`config.mk`:
```
export PLATFORM = sky130hd
export DESIGN_NAME = tone_sequencer
export DESIGN_NICKNAME = d
export VERILOG_FILES = /design/src/rtl/tone_sequencer_pkg.sv /design/src/rtl/tone_sequencer_table.sv /design/src/rtl/tone_sequencer.sv
export SDC_FILE = /design/constraint.sdc
export NUM_CORES = 1
export LEC_CHECK = 0
export CORE_UTILIZATION = 60
export CTS_BUF_LIST = sky130_fd_sc_hd__clkbuf_4
export DETAILED_ROUTE_END_ITERATION = 8
export DONT_BUFFER_PORTS = 1
export GPL_TIMING_DRIVEN = 1
export PLACE_DENSITY = 0.76
export SYNTH_ARGS = -nofsm -noshare
export SYNTH_HDL_FRONTEND = slang
export SYNTH_HIERARCHICAL = 1
export SYNTH_SLANG_ARGS = --single-unit
```
`constraint.sdc`:
```
create_clock -name clk -period 3.5 [get_ports clk]
set_input_delay 0.7 -clock clk [delete_from_list [all_inputs] [get_ports clk]]
set_output_delay 0.7 -clock clk [all_outputs]
set_load 0.005 [all_outputs]
```
`src/rtl/tone_sequencer_pkg.sv`:
```
// Shared definitions for the tone sequencer: FSM states, button and LED bit positions.
package tone_sequencer_pkg;

  typedef enum logic [2:0] {
    ST_IDLE  = 3'd0,
    ST_LOAD  = 3'd1,
    ST_PLAY  = 3'd2,
    ST_PAUSE = 3'd3,
    ST_DONE  = 3'd4
  } state_t;

  // Button pulse bit positions
  localparam int BTN_PLAY    = 0;
  localparam int BTN_RESTART = 1;
  localparam int BTN_LOOP    = 2;

  // LED bit positions
  localparam int LED_PLAY  = 0;
  localparam int LED_PAUSE = 1;
  localparam int LED_LOOP  = 2;
  localparam int LED_DONE  = 3;

endpackage

```
`src/rtl/tone_sequencer_table.sv`:
```
// Note table: synchronous write, synchronous read-first, one-cycle read latency.
module tone_table #(
  parameter int DEPTH  = 16,
  parameter int ADDR_W = 4,
  parameter int DATA_W = 40
) (
  input  logic              clk,
  input  logic              wr_en,
  input  logic [ADDR_W-1:0] wr_addr,
  input  logic [DATA_W-1:0] wr_data,
  input  logic [ADDR_W-1:0] rd_addr,
  output logic [DATA_W-1:0] rd_data
);

  logic [DATA_W-1:0] r_mem [DEPTH];
  logic [DATA_W-1:0] r_rd_data;

  // Write port and registered read port; the read sees the pre-write contents on a collision.
  // NOTE: the storage array has no reset so it maps onto block RAM; contents are defined only after a write.
  always_ff @(posedge clk) begin
    if (wr_en) begin
      r_mem[wr_addr] <= wr_data;
    end
    r_rd_data <= r_mem[rd_addr];
  end

  assign rd_data = r_rd_data;

endmodule

```
`src/rtl/tone_sequencer.sv`:
```
// Walks the note table and drives the square-wave generator's period/enable, timing notes in sample ticks.
module tone_sequencer
  import tone_sequencer_pkg::*;
#(
  parameter int NUM_NOTES = 16,
  parameter int PERIOD_W  = 24,
  parameter int DUR_W     = 16,
  parameter int ADDR_W    = $clog2(NUM_NOTES)
) (
  input  logic                clk,
  input  logic                rst,
  input  logic [2:0]          buttons,
  input  logic                next_sample,
  input  logic                wr_en,
  input  logic [ADDR_W-1:0]   wr_addr,
  input  logic [PERIOD_W-1:0] wr_period,
  input  logic [DUR_W-1:0]    wr_dur,
  output logic [PERIOD_W-1:0] tone_period,
  output logic                tone_en,
  output logic                tone_load,
  output logic [ADDR_W-1:0]   note_idx,
  output logic                done,
  output logic [3:0]          leds
);

  localparam logic [ADDR_W-1:0] LAST_IDX = ADDR_W'(NUM_NOTES - 1);

  state_t                r_state, w_state_nxt;
  logic [ADDR_W-1:0]     r_idx, w_idx_nxt;
  logic [DUR_W-1:0]      r_cnt, w_cnt_nxt;
  logic [PERIOD_W-1:0]   r_tone_period, w_period_nxt;
  logic                  r_tone_load, w_load_nxt;
  logic                  r_tone_en, w_tone_en_nxt;
  logic                  r_loop;
  logic [PERIOD_W+DUR_W-1:0] w_rd_data;
  logic [PERIOD_W-1:0]   w_rd_period;
  logic [DUR_W-1:0]      w_rd_dur;
  logic                  w_play, w_restart;

  assign w_play    = buttons[BTN_PLAY];
  assign w_restart = buttons[BTN_RESTART];

  // The read address follows the next index so the entry is ready during the LOAD cycle.
  tone_table #(
    .DEPTH  (NUM_NOTES),
    .ADDR_W (ADDR_W),
    .DATA_W (PERIOD_W + DUR_W)
  ) u_table (
    .clk     (clk),
    .wr_en   (wr_en),
    .wr_addr (wr_addr),
    .wr_data ({wr_period, wr_dur}),
    .rd_addr (w_idx_nxt),
    .rd_data (w_rd_data)
  );

  assign w_rd_period = w_rd_data[DUR_W +: PERIOD_W];
  assign w_rd_dur    = w_rd_data[DUR_W-1:0];

  // Next-state, index, counter and latched-note decisions.
  // NOTE: every signal gets a default before the case so no path leaves one unassigned (no latches).
  always_comb begin
    w_state_nxt  = r_state;
    w_idx_nxt    = r_idx;
    w_cnt_nxt    = r_cnt;
    w_period_nxt = r_tone_period;
    w_load_nxt   = 1'b0;
    unique case (r_state)
      ST_IDLE, ST_DONE: begin
        if (w_restart || w_play) begin
          w_state_nxt = ST_LOAD;
          w_idx_nxt   = '0;
        end
      end
      ST_LOAD: begin
        if (w_restart) begin
          w_idx_nxt = '0;
        end else if (w_rd_dur == '0) begin
          // End-of-sequence marker: wrap when looping, otherwise finish.
          w_idx_nxt   = '0;
          w_state_nxt = r_loop ? ST_LOAD : ST_DONE;
        end else begin
          w_state_nxt  = ST_PLAY;
          w_period_nxt = w_rd_period;
          w_cnt_nxt    = w_rd_dur;
          w_load_nxt   = 1'b1;
        end
      end
      ST_PLAY: begin
        if (w_restart) begin
          w_state_nxt = ST_LOAD;
          w_idx_nxt   = '0;
        end else if (w_play) begin
          w_state_nxt = ST_PAUSE;
        end else if (next_sample) begin
          w_cnt_nxt = r_cnt - 1'b1;
          if (r_cnt == DUR_W'(1)) begin
            if (r_idx == LAST_IDX) begin
              w_idx_nxt   = '0;
              w_state_nxt = r_loop ? ST_LOAD : ST_DONE;
            end else begin
              w_idx_nxt   = r_idx + 1'b1;
              w_state_nxt = ST_LOAD;
            end
          end
        end
      end
      ST_PAUSE: begin
        if (w_restart) begin
          w_state_nxt = ST_LOAD;
          w_idx_nxt   = '0;
        end else if (w_play) begin
          w_state_nxt = ST_PLAY;
        end
      end
      default: w_state_nxt = ST_IDLE;
    endcase
    w_tone_en_nxt = (w_state_nxt == ST_PLAY) && (w_period_nxt != '0);
  end

  // State, index, counter, loop flag and generator-facing output registers.
  // NOTE: sequential state uses non-blocking assignments so every register samples pre-edge values.
  always_ff @(posedge clk or negedge rst) begin
    if (!rst) begin
      r_state       <= ST_IDLE;
      r_idx         <= '0;
      r_cnt         <= '0;
      r_tone_period <= '0;
      r_tone_load   <= 1'b0;
      r_tone_en     <= 1'b0;
      r_loop        <= 1'b0;
    end else begin
      r_state       <= w_state_nxt;
      r_idx         <= w_idx_nxt;
      r_cnt         <= w_cnt_nxt;
      r_tone_period <= w_period_nxt;
      r_tone_load   <= w_load_nxt;
      r_tone_en     <= w_tone_en_nxt;
      r_loop        <= r_loop ^ buttons[BTN_LOOP];
    end
  end

  // Status decode straight from registered state.
  always_comb begin
    leds            = '0;
    leds[LED_PLAY]  = (r_state == ST_PLAY);
    leds[LED_PAUSE] = (r_state == ST_PAUSE);
    leds[LED_LOOP]  = r_loop;
    leds[LED_DONE]  = (r_state == ST_DONE);
  end

  assign tone_period = r_tone_period;
  assign tone_en     = r_tone_en;
  assign tone_load   = r_tone_load;
  assign note_idx    = r_idx;
  assign done        = (r_state == ST_DONE);

endmodule

```
## Word-level counts from Yosys, hierarchy flattened

Memory sizes are Yosys's and may differ from the RTL's. A register that Yosys moved wholly into a read port is not among the register bits.
Index checks and enable logic that the tools add are counted.

- Register bits after elaboration: 50
- Bits in writable memories: 640
- Logic and storage cells: 67
- Memories: 1

- Add/subtract/negate cells: 2
- Eq/ne operators: 12
- Muxes and demuxes: 36
- Bitwise gates (word level): 1
- Reduce and logical (&&, ||, !) cells: 8

Memories:

| name | words | bits a word | read ports | clocked after memory_dff | write ports | line | text |
|---|---|---|---|---|---|---|---|
| u_table.r_mem | 16 | 40 | 1 | 1 | 1 | tone_sequencer_table.sv:15 | `logic [DATA_W-1:0] r_mem [DEPTH];` |

Operators by type and width:

| operator | number |
|---|---|
| $mux W16 | 5 |
| $mux W24 | 3 |
| $mux W4 | 9 |
| $mux W3 | 11 |
| $pmux W16 S2 | 1 |
| $reduce_bool A24 Y1 | 1 |
| $eq A16 B1 Y1 const B | 1 |
| $logic_not A16 Y1 | 1 |
| $pmux W4 S4 | 1 |
| $sub A16 B1 Y16 const B | 1 |
| $pmux W3 S4 | 1 |
| $ne A2 B2 Y1 const B | 5 |
| $eq A3 B2 Y1 const B | 3 |
| $reduce_and A6 Y1 | 1 |
| $mux W1 | 5 |
| $add A4 B1 Y4 const B | 1 |
| $eq A4 B4 Y1 const B | 1 |
| $eq A3 B1 Y1 const B | 1 |
| $eq A3 B3 Y1 const B | 1 |
| $logic_not A3 Y1 | 1 |
| $reduce_bool A2 Y1 | 1 |
| $reduce_or A2 Y1 | 1 |
| $logic_and A1 B1 Y1 | 1 |
| $logic_or A1 B1 Y1 | 1 |
| $xor A1 B1 Y1 | 1 |

## Depth between registers and ports, before layout

Gate-level depths: netlist of run 1.

- Depth in word-level cells: 9
- Depth in mapped cells: 13

## Modules after synthesis

The synthesis of run 1 kept the hierarchy.

Modules (own cells, without submodules):

| module | instances | cells each | area each (um^2) | seq. area each (um^2) |
|---|---|---|---|---|
| tone_table | 1 | 1040 | 25131.6 | 20019.2 |
| tone_sequencer | 1 | 320 | 2695.1 | 1251.2 |

## Least setup slack after synthesis of run 1

Ideal clock, no wire load.

- Path type: input port to flip-flop
- Start: input port wr_addr[2]
- End: memory u_table.r_mem[0][0] (enable)
- Library setup time: 0.487 ns
- Arrival: 3.955 ns
- Path slack: -0.942 ns
- Stages on the path: 2
- Cell sequence: or3b_2 > nor3_1

RTL lines:

| what | line | text |
|---|---|---|
| start: declaration | tone_sequencer.sv:15 | `input logic [ADDR_W-1:0] wr_addr,` |
| end: declaration | tone_sequencer_table.sv:15 |  |

Straight into the memory's write port.

## Final worst setup path of run 1

- Start: register r_cnt[1]
- End: register u_table.r_rd_data[9], in the netlist u_table/rd_data[9], read port of u_table.r_mem

- Word-level cells in the longest chain between the ends: 6

Ends and longest elaborated chain:

| what | line | text |
|---|---|---|
| start: declaration | tone_sequencer.sv:30 | `logic [DUR_W-1:0] r_cnt, w_cnt_nxt;` |
| start signal: assignment | tone_sequencer.sv:135 | `r_cnt <= w_cnt_nxt;` |
| $eq A16 B1 Y1 | tone_sequencer.sv:97 | `if (r_cnt == DUR_W'(1)) begin` |
| $mux W4 | tone_sequencer.sv:97 |  |
| $mux W4 | tone_sequencer.sv:95 | `end else if (next_sample) begin` |
| $mux W4 | tone_sequencer.sv:93 | `end else if (w_play) begin` |
| $mux W4 | tone_sequencer.sv:90 | `if (w_restart) begin` |
| $pmux W4 S4 | tone_sequencer.sv:68 | `unique case (r_state)` |
| named net w_idx_nxt[2] | tone_sequencer.sv:29 | `logic [ADDR_W-1:0] r_idx, w_idx_nxt;` |
| end: declaration | tone_sequencer_table.sv:16 | `logic [DATA_W-1:0] r_rd_data;` |

The timed path passes the listed nets, and every way through them passes these cells.
A chain may end at the register's enable or synchronous reset.

==> impl_metrics.env, run 1 <==
export IMPL_synth_edff_count=640
export IMPL_worst_setup_path_start_kind="flip-flop"
export IMPL_async_reset_ff_frac=0.0685
export IMPL_gp_congestion=0.882
export IMPL_critical_path_class="flip-flop to flip-flop"
export IMPL_setup_tns_ps=0
export IMPL_grtUsageTotal=0.277
export IMPL_core_area_um2=45600
export IMPL_yosysWarningCount=6
export IMPL_tightest_slew_ps=1170
export IMPL_fin_crit_sh=0.963
export IMPL_yosysSeqAreaShare=0.764
export IMPL_grt_overflow_total=0
export IMPL_grt_pass1_vias=15100
export IMPL_areaGrowthSynthToFinish_pct=15.6
export IMPL_period_needed_ps=3370
export IMPL_vias_per_cell=6.28
export IMPL_max_slew_margin=0.216
export IMPL_nets=1651
export IMPL_tritoncts="done"
export IMPL_skew_ps=57.3
export IMPL_worst_path_max_fanout=15
export IMPL_synth_cell_types=57
export IMPL_place_hpwl_um=33000
export IMPL_layout_commonest_cell="edfxtp_1"
export IMPL_cap_violations=0
export IMPL_place_inst=1970
export IMPL_cpPeakStageDelay_ps=510
export IMPL_worstPathCellList="inv_1 -> ha_1 -> nor4b_4 -> nand4_1 -> buf_4 -> buf_4 -> or4_1 -> a21oi_1 -> mux2i_1 -> buf_4 -> and2_2 -> buf_4 -> a22oi_1 -> nand2_1"
export IMPL_clock_sinks=730
export IMPL_final_layout_size_suffix_gt1_frac=0.291
export IMPL_cpMaxStageDelayCell="or4_1"
export IMPL_drtIter0Drc=1671
export IMPL_placed_cell_area_um2=29200
export IMPL_clkTransAtPathRegs_ps=60
export IMPL_min_path_type="input port to flip-flop"
export IMPL_fp_dieArea_um2=47200
export IMPL_grt_pass1_wl_um=93200
export IMPL_numCtsBuffers=176
export IMPL_final_cells=2356
export IMPL_layout_common_cells="edfxtp_1, clkbuf_4, nand2_1"
export IMPL_fin_total_pwr_mw=17.8
export IMPL_htree_levels=4
export IMPL_die_y_um=217
export IMPL_netlist_instances=1360
export IMPL_wl_per_cell_um=26.6
export IMPL_die_w_um=217
export IMPL_final_cell_area_um2=32200
export IMPL_power_density_nw_per_um2=553
export IMPL_clockRootBuffer="clkbuf_4"
export IMPL_status="completed"
export IMPL_critical_path_required_ps=4340
export IMPL_netlist_area_um2=27800
export IMPL_endpoint_kind="flip-flop"
export IMPL_ant_nets=0
export IMPL_avgSynthCellArea_um2=20.5
export IMPL_clk_path_buf_depth=3
export IMPL_maxSlewViolCount=0
export IMPL_dr_total_vias=14800
export IMPL_ir_drop_mv=0.464
export IMPL_synth_top_flop_cell="edfxtp_1"
export IMPL_clk_latency_ps=1000
export IMPL_crit_arrival_ps=4210
export IMPL_power_leakage_nw=10.7
export IMPL_max_freq_mhz=297
export IMPL_cp_common_cell="buf_4"
export IMPL_grt_max_degree=51
export IMPL_fin_util=0.706
export IMPL_final_hold_viol_count=0
export IMPL_initial_core_util=0.611
export IMPL_drt_pass1_iter_count=6
export IMPL_routed_wl_um=62600
export IMPL_yosys_register_bits=730
export IMPL_portBuffers=0
export IMPL_io_pins=86
export IMPL_rows=78
export IMPL_synthesis_nets=1414
export IMPL_antenna_found_initial=6
export IMPL_setup_viol=0
export IMPL_drc=0
==> synthesized netlist by cell type (all sizes together), types with 2 or more instances <==
cell,count,area (µm²)
dfrtp,50,1250
nor3b,2,20.0
mux4,160,3830
nand2,128,480
or4,3,26.3
dfxtp,40,801
a32oi,3,26.3
a22oi,84,631
nor2,29,109
nand3b,2,15.0
or3b,2,17.5
a31oi,2,12.5
inv,7,26.3
o2bb2ai,3,26.3
ha,3,37.5
nor2b,4,25.0
nand2b,5,31.3
nand3,10,50.1
buf,35,353
clkbuf,35,131
mux2i,3,30.0
nor4,20,131
nand4,7,43.8
o211ai,2,15.0
nor3,13,70.1
o21ai,26,130
and4,2,17.5
a21oi,16,80.1
edfxtp,640,19200
or3,3,23.8
o32ai,3,26.3
and2,4,25.0
==> worst max-delay path: cells and delay by family (launching register included) <==
kind,cells,cell delay [ps]
flip-flops,1,380
adder cells (fa/ha/maj),1,140
AO/OA/AOI/OAI,2,360
buffers and inverters,5,850
multiplexers,1,120
AND/OR/NAND/NOR,5,1400
==> state kept, by name, indices dropped and copies added (netlist names), 3 cells and up <==
name and count:
u_table/r_mem 640, u_table/rd_data 40, tone_period 24, r_cnt 16
note_idx 4, r_state 3
==> logic make-up (layout without fill, tap and decap cells) <==
family	Yosys count	count (layout)	share of synthesized area
DFF	730	730	0.764
and+or+nand+nor	237	237	0.0399
muxes	163	163	0.139
AOI/OAI and AO/OA	148	148	0.0369
buffers and inverters	78	470	0.0185
adders and majority gates	3	3	0.00135
xor gates and xnor gates	1	1	0.000315
other	0	4	0
==> per-stage QoR <==
| step | setup slack (ps) | hold slack [ps] |
|---|---|---|
| 2_1_floorplan | 145 | 404 |
| 3_3_place_gp | 41.8 | 406 |
| 3_5_place_dp | -26.7 | 406 |
| 4_1_cts | 41.0 | 39.1 |
| 5_1_grt | -9.57 | 88.5 |
| 6_report | 131 | 145 |
==> layout make-up <==
cell class,instances,area (µm²)
flip-flops and latches,730,21300
fillers,2694,13400
multi-input cells,552,6240
clock buffers,273,2050
repair buffers,129,1520
well taps,600,751
clock inverters,60,295
inverters,8,30.0
diodes,4,10.0
==> worst paths after layout <==
| path | start | endpoint | slack (ps) | cells after the start |
|---|---|---|---|---|
| worst max-delay path | r_cnt[1] | u_table/rd_data[9] | 130 | 14 |
| worst min register to register | u_table/rd_data[23] | tone_period[7] | 450 | 2 |
| max in group asynchronous | rst | r_state[1] | 2930 | 2 |
| worst min-delay path | buttons[0] | r_cnt[0] | 150 | 4 |
| worst max register to register | r_cnt[1] | u_table/rd_data[9] | 130 | 14 |
| min in group asynchronous | rst | tone_period[9] | 310 | 2 |
==> layer usage <==
layer / wire [µm] / part of all wire / vias to the layer above / global-route usage
li1: - / - / 6297 / -
met1: 24800 / 0.40 / 7613 / 0.373
met2: 30700 / 0.49 / 789 / 0.434
met3: 5860 / 0.093 / 94 / 0.0819
met4: 1220 / 0.019 / 4 / 0.100
met5: 20 / 0.00032 / - / 0
==> power breakdown <==
part	internal (mW)	switching (mW)
logic	0.287	0.480
registers	9.78	0.225
clock network	3.72	3.31
==> repair_timing <==
action / in CTS / in global routing
setup buffers: 1 / 1
hold buffers: 46 / 0
resized for setup: 1 / 6
hold endpoints to repair: 693 / 0
setup endpoints to repair: 9 / 40
pin swaps: 1 / 1
gates cloned: 1 / 0
(Power assumes the default switching activity.)
==> run 2, diff against run 1 <==
--- a/config.mk
+++ b/config.mk
@@ -7,6 +7,7 @@
 export LEC_CHECK = 0
 export CORE_UTILIZATION = 60
 export CTS_BUF_LIST = sky130_fd_sc_hd__clkbuf_4
+export CTS_CLUSTER_SIZE = 10
 export DETAILED_ROUTE_END_ITERATION = 8
 export DONT_BUFFER_PORTS = 1
 export GPL_TIMING_DRIVEN = 1
==> run 2 against run 1 <==
Net effect:
- worst hold slack worse by 5.6 ps
- routed wire length about the same
- count of clock-buffer cells in the layout up 1
- non-clock buffer count unchanged
- worst setup slack improved by 12 ps
- sequential cell count is the same
- die area is the same
- critical path depth did not move
- register-to-register slack about the same
==> impl_metrics.env, run 2 (same netlist as run 1, synthesis figures left out) <==
export IMPL_final_layout_size_suffix_gt1_frac=0.292
export IMPL_power_leakage_nw=10.7
export IMPL_final_hold_viol_count=0
export IMPL_antenna_found_initial=5
export IMPL_grt_pass1_wl_um=93300
export IMPL_dr_total_vias=14900
export IMPL_clockRootBuffer="clkbuf_4"
export IMPL_max_freq_mhz=298
export IMPL_largest_reg_flops=640
export IMPL_drtIter0Drc=1702
export IMPL_cp_common_cell="buf_4"
export IMPL_max_slew_margin=0.209
export IMPL_routed_wl_um=62600
export IMPL_layout_commonest_cell="edfxtp_1"
export IMPL_drc=0
export IMPL_layout_common_cells="edfxtp_1, clkbuf_4, nand2_1"
export IMPL_cap_violations=0
export IMPL_core_area_um2=45600
export IMPL_grt_pass1_vias=15200
export IMPL_numCtsBuffers=176
export IMPL_power_density_nw_per_um2=553
export IMPL_maxSlewViolCount=0
export IMPL_worstPathCellList="inv_1 -> ha_1 -> nor4b_4 -> nand4_1 -> buf_4 -> buf_4 -> or4_1 -> a21oi_1 -> mux2i_1 -> buf_4 -> and2_2 -> buf_12 -> a22oi_1 -> nand2_1"
export IMPL_period_needed_ps=3360
export IMPL_endpoint_kind="flip-flop"
export IMPL_tritoncts="done"
export IMPL_place_hpwl_um=33000
export IMPL_clock_sinks=730
export IMPL_die_w_um=217
export IMPL_final_cell_area_um2=32200
export IMPL_fin_total_pwr_mw=17.8
export IMPL_worst_setup_path_start_kind="flip-flop"
export IMPL_setup_viol=0
export IMPL_cpMaxStageDelayCell="or4_1"
export IMPL_place_inst=1970
export IMPL_worst_path_max_fanout=15
export IMPL_vias_per_cell=6.31
export IMPL_n_fill_cell=2690
export IMPL_grt_max_degree=51
export IMPL_clkTransAtPathRegs_ps=70
export IMPL_portBuffers=0
export IMPL_skew_ps=62.7
export IMPL_status="completed"
export IMPL_clk_latency_ps=1010
export IMPL_clk_path_buf_depth=3
export IMPL_gp_congestion=0.882
export IMPL_die_y_um=217
export IMPL_tightest_slew_ps=1180
export IMPL_grt_overflow_total=0
export IMPL_fin_crit_sh=0.959
export IMPL_drt_pass1_iter_count=5
export IMPL_min_path_type="input port to flip-flop"
export IMPL_placed_cell_area_um2=29200
export IMPL_ir_drop_mv=0.460
export IMPL_areaGrowthSynthToFinish_pct=15.6
export IMPL_wl_per_cell_um=26.6
export IMPL_fp_dieArea_um2=47200
export IMPL_critical_path_required_ps=4370
export IMPL_rows=78
export IMPL_cpPeakStageDelay_ps=510
export IMPL_initial_core_util=0.611
export IMPL_regMostFlops="u_table/r_mem"
export IMPL_io_pins=86
export IMPL_grtUsageTotal=0.277
export IMPL_crit_arrival_ps=4230
export IMPL_nets=1651
export IMPL_final_cells=2356
export IMPL_ant_nets=0
export IMPL_critical_path_class="flip-flop to flip-flop"
export IMPL_htree_levels=4
-- run 2: cell types whose count changed in the layout (fill, tap and decap cells not counted) --
| cell | change |
|---|---|
| clkbuf_4 | +1 |
| clkinv_1 | -1 |
-- run 2: final cells by class --
cell class / count / area, µm² / area share
Inverter: 8 / 30.0 / 0.000934
Clock inverter: 59 / 292 / 0.00906
Sequential cell: 730 / 21300 / 0.661
Antenna cell: 4 / 10.0 / 0.000311
Clock buffer: 274 / 2060 / 0.0639
Tap cell: 600 / 751 / 0.0233
Multi-Input combinational cell: 552 / 6240 / 0.194
Timing Repair Buffer: 129 / 1520 / 0.0471
-- run 2: final timing paths --
kind,depth (start not counted),from,endpoint,slack [ps]
max in group asynchronous,2,rst,r_state[1],2940
hold / removal,4,buttons[0],r_cnt[0],140
hold reg to reg,2,u_table/rd_data[23],tone_period[7],440
setup reg to reg,14,r_cnt[1],u_table/rd_data[19],140
setup / recovery,14,r_cnt[1],u_table/rd_data[19],140
min in group asynchronous,2,rst,tone_period[9],290
-- run 2: routing by layer --
| metal | vias up | routed length [µm] | global-route usage |
|---|---|---|---|
| met2 | 795 | 30700 | 0.435 |
| met5 | - | 20 | 0 |
| met1 | 7680 | 24800 | 0.374 |
| met3 | 99 | 5910 | 0.0808 |
| met4 | 4 | 1190 | 0.0988 |
| li1 | 6298 | - | - |
-- run 2: through the flow --
| stage | hold WS (ps) | setup slack [ps] | util | setup TNS [ps] |
|---|---|---|---|---|
| final | 140 | 143 | 0.706 | 0 |
| after global routing | 88.2 | -9.57 | 0.706 | -17.8 |
| after CTS | 39.3 | 41.0 | 0.705 | 0 |
| after detailed placement | 406 | -26.7 | 0.641 | -111 |
| after global placement | 406 | 41.8 | 0.641 | 0 |
| after floorplan | 404 | 145 | - | 0 |
-- run 2: critical path, delay by kind of cell, from the launching register on --
family / cells / cell delay (ps)
buf+inv: 5 / 830
compound gates: 2 / 370
fa+ha+maj: 1 / 140
flops: 1 / 380
mux: 1 / 120
simple gates: 5 / 1400
-- run 2: timing repair --
| action | in CTS | in global routing |
|---|---|---|
| setup endpoints to repair | 9 | 40 |
| gates cloned | 1 | 0 |
| setup buffers | 1 | 1 |
| hold endpoints to repair | 693 | 0 |
| hold buffers | 46 | 0 |
| resized for setup | 1 | 6 |
| pin swaps | 1 | 1 |
-- run 2: report_power, final --
group          switching, mW  internal [mW]
combinational          0.478          0.287
sequential             0.225           9.78
clock                   3.30           3.73
total                   4.01           13.8
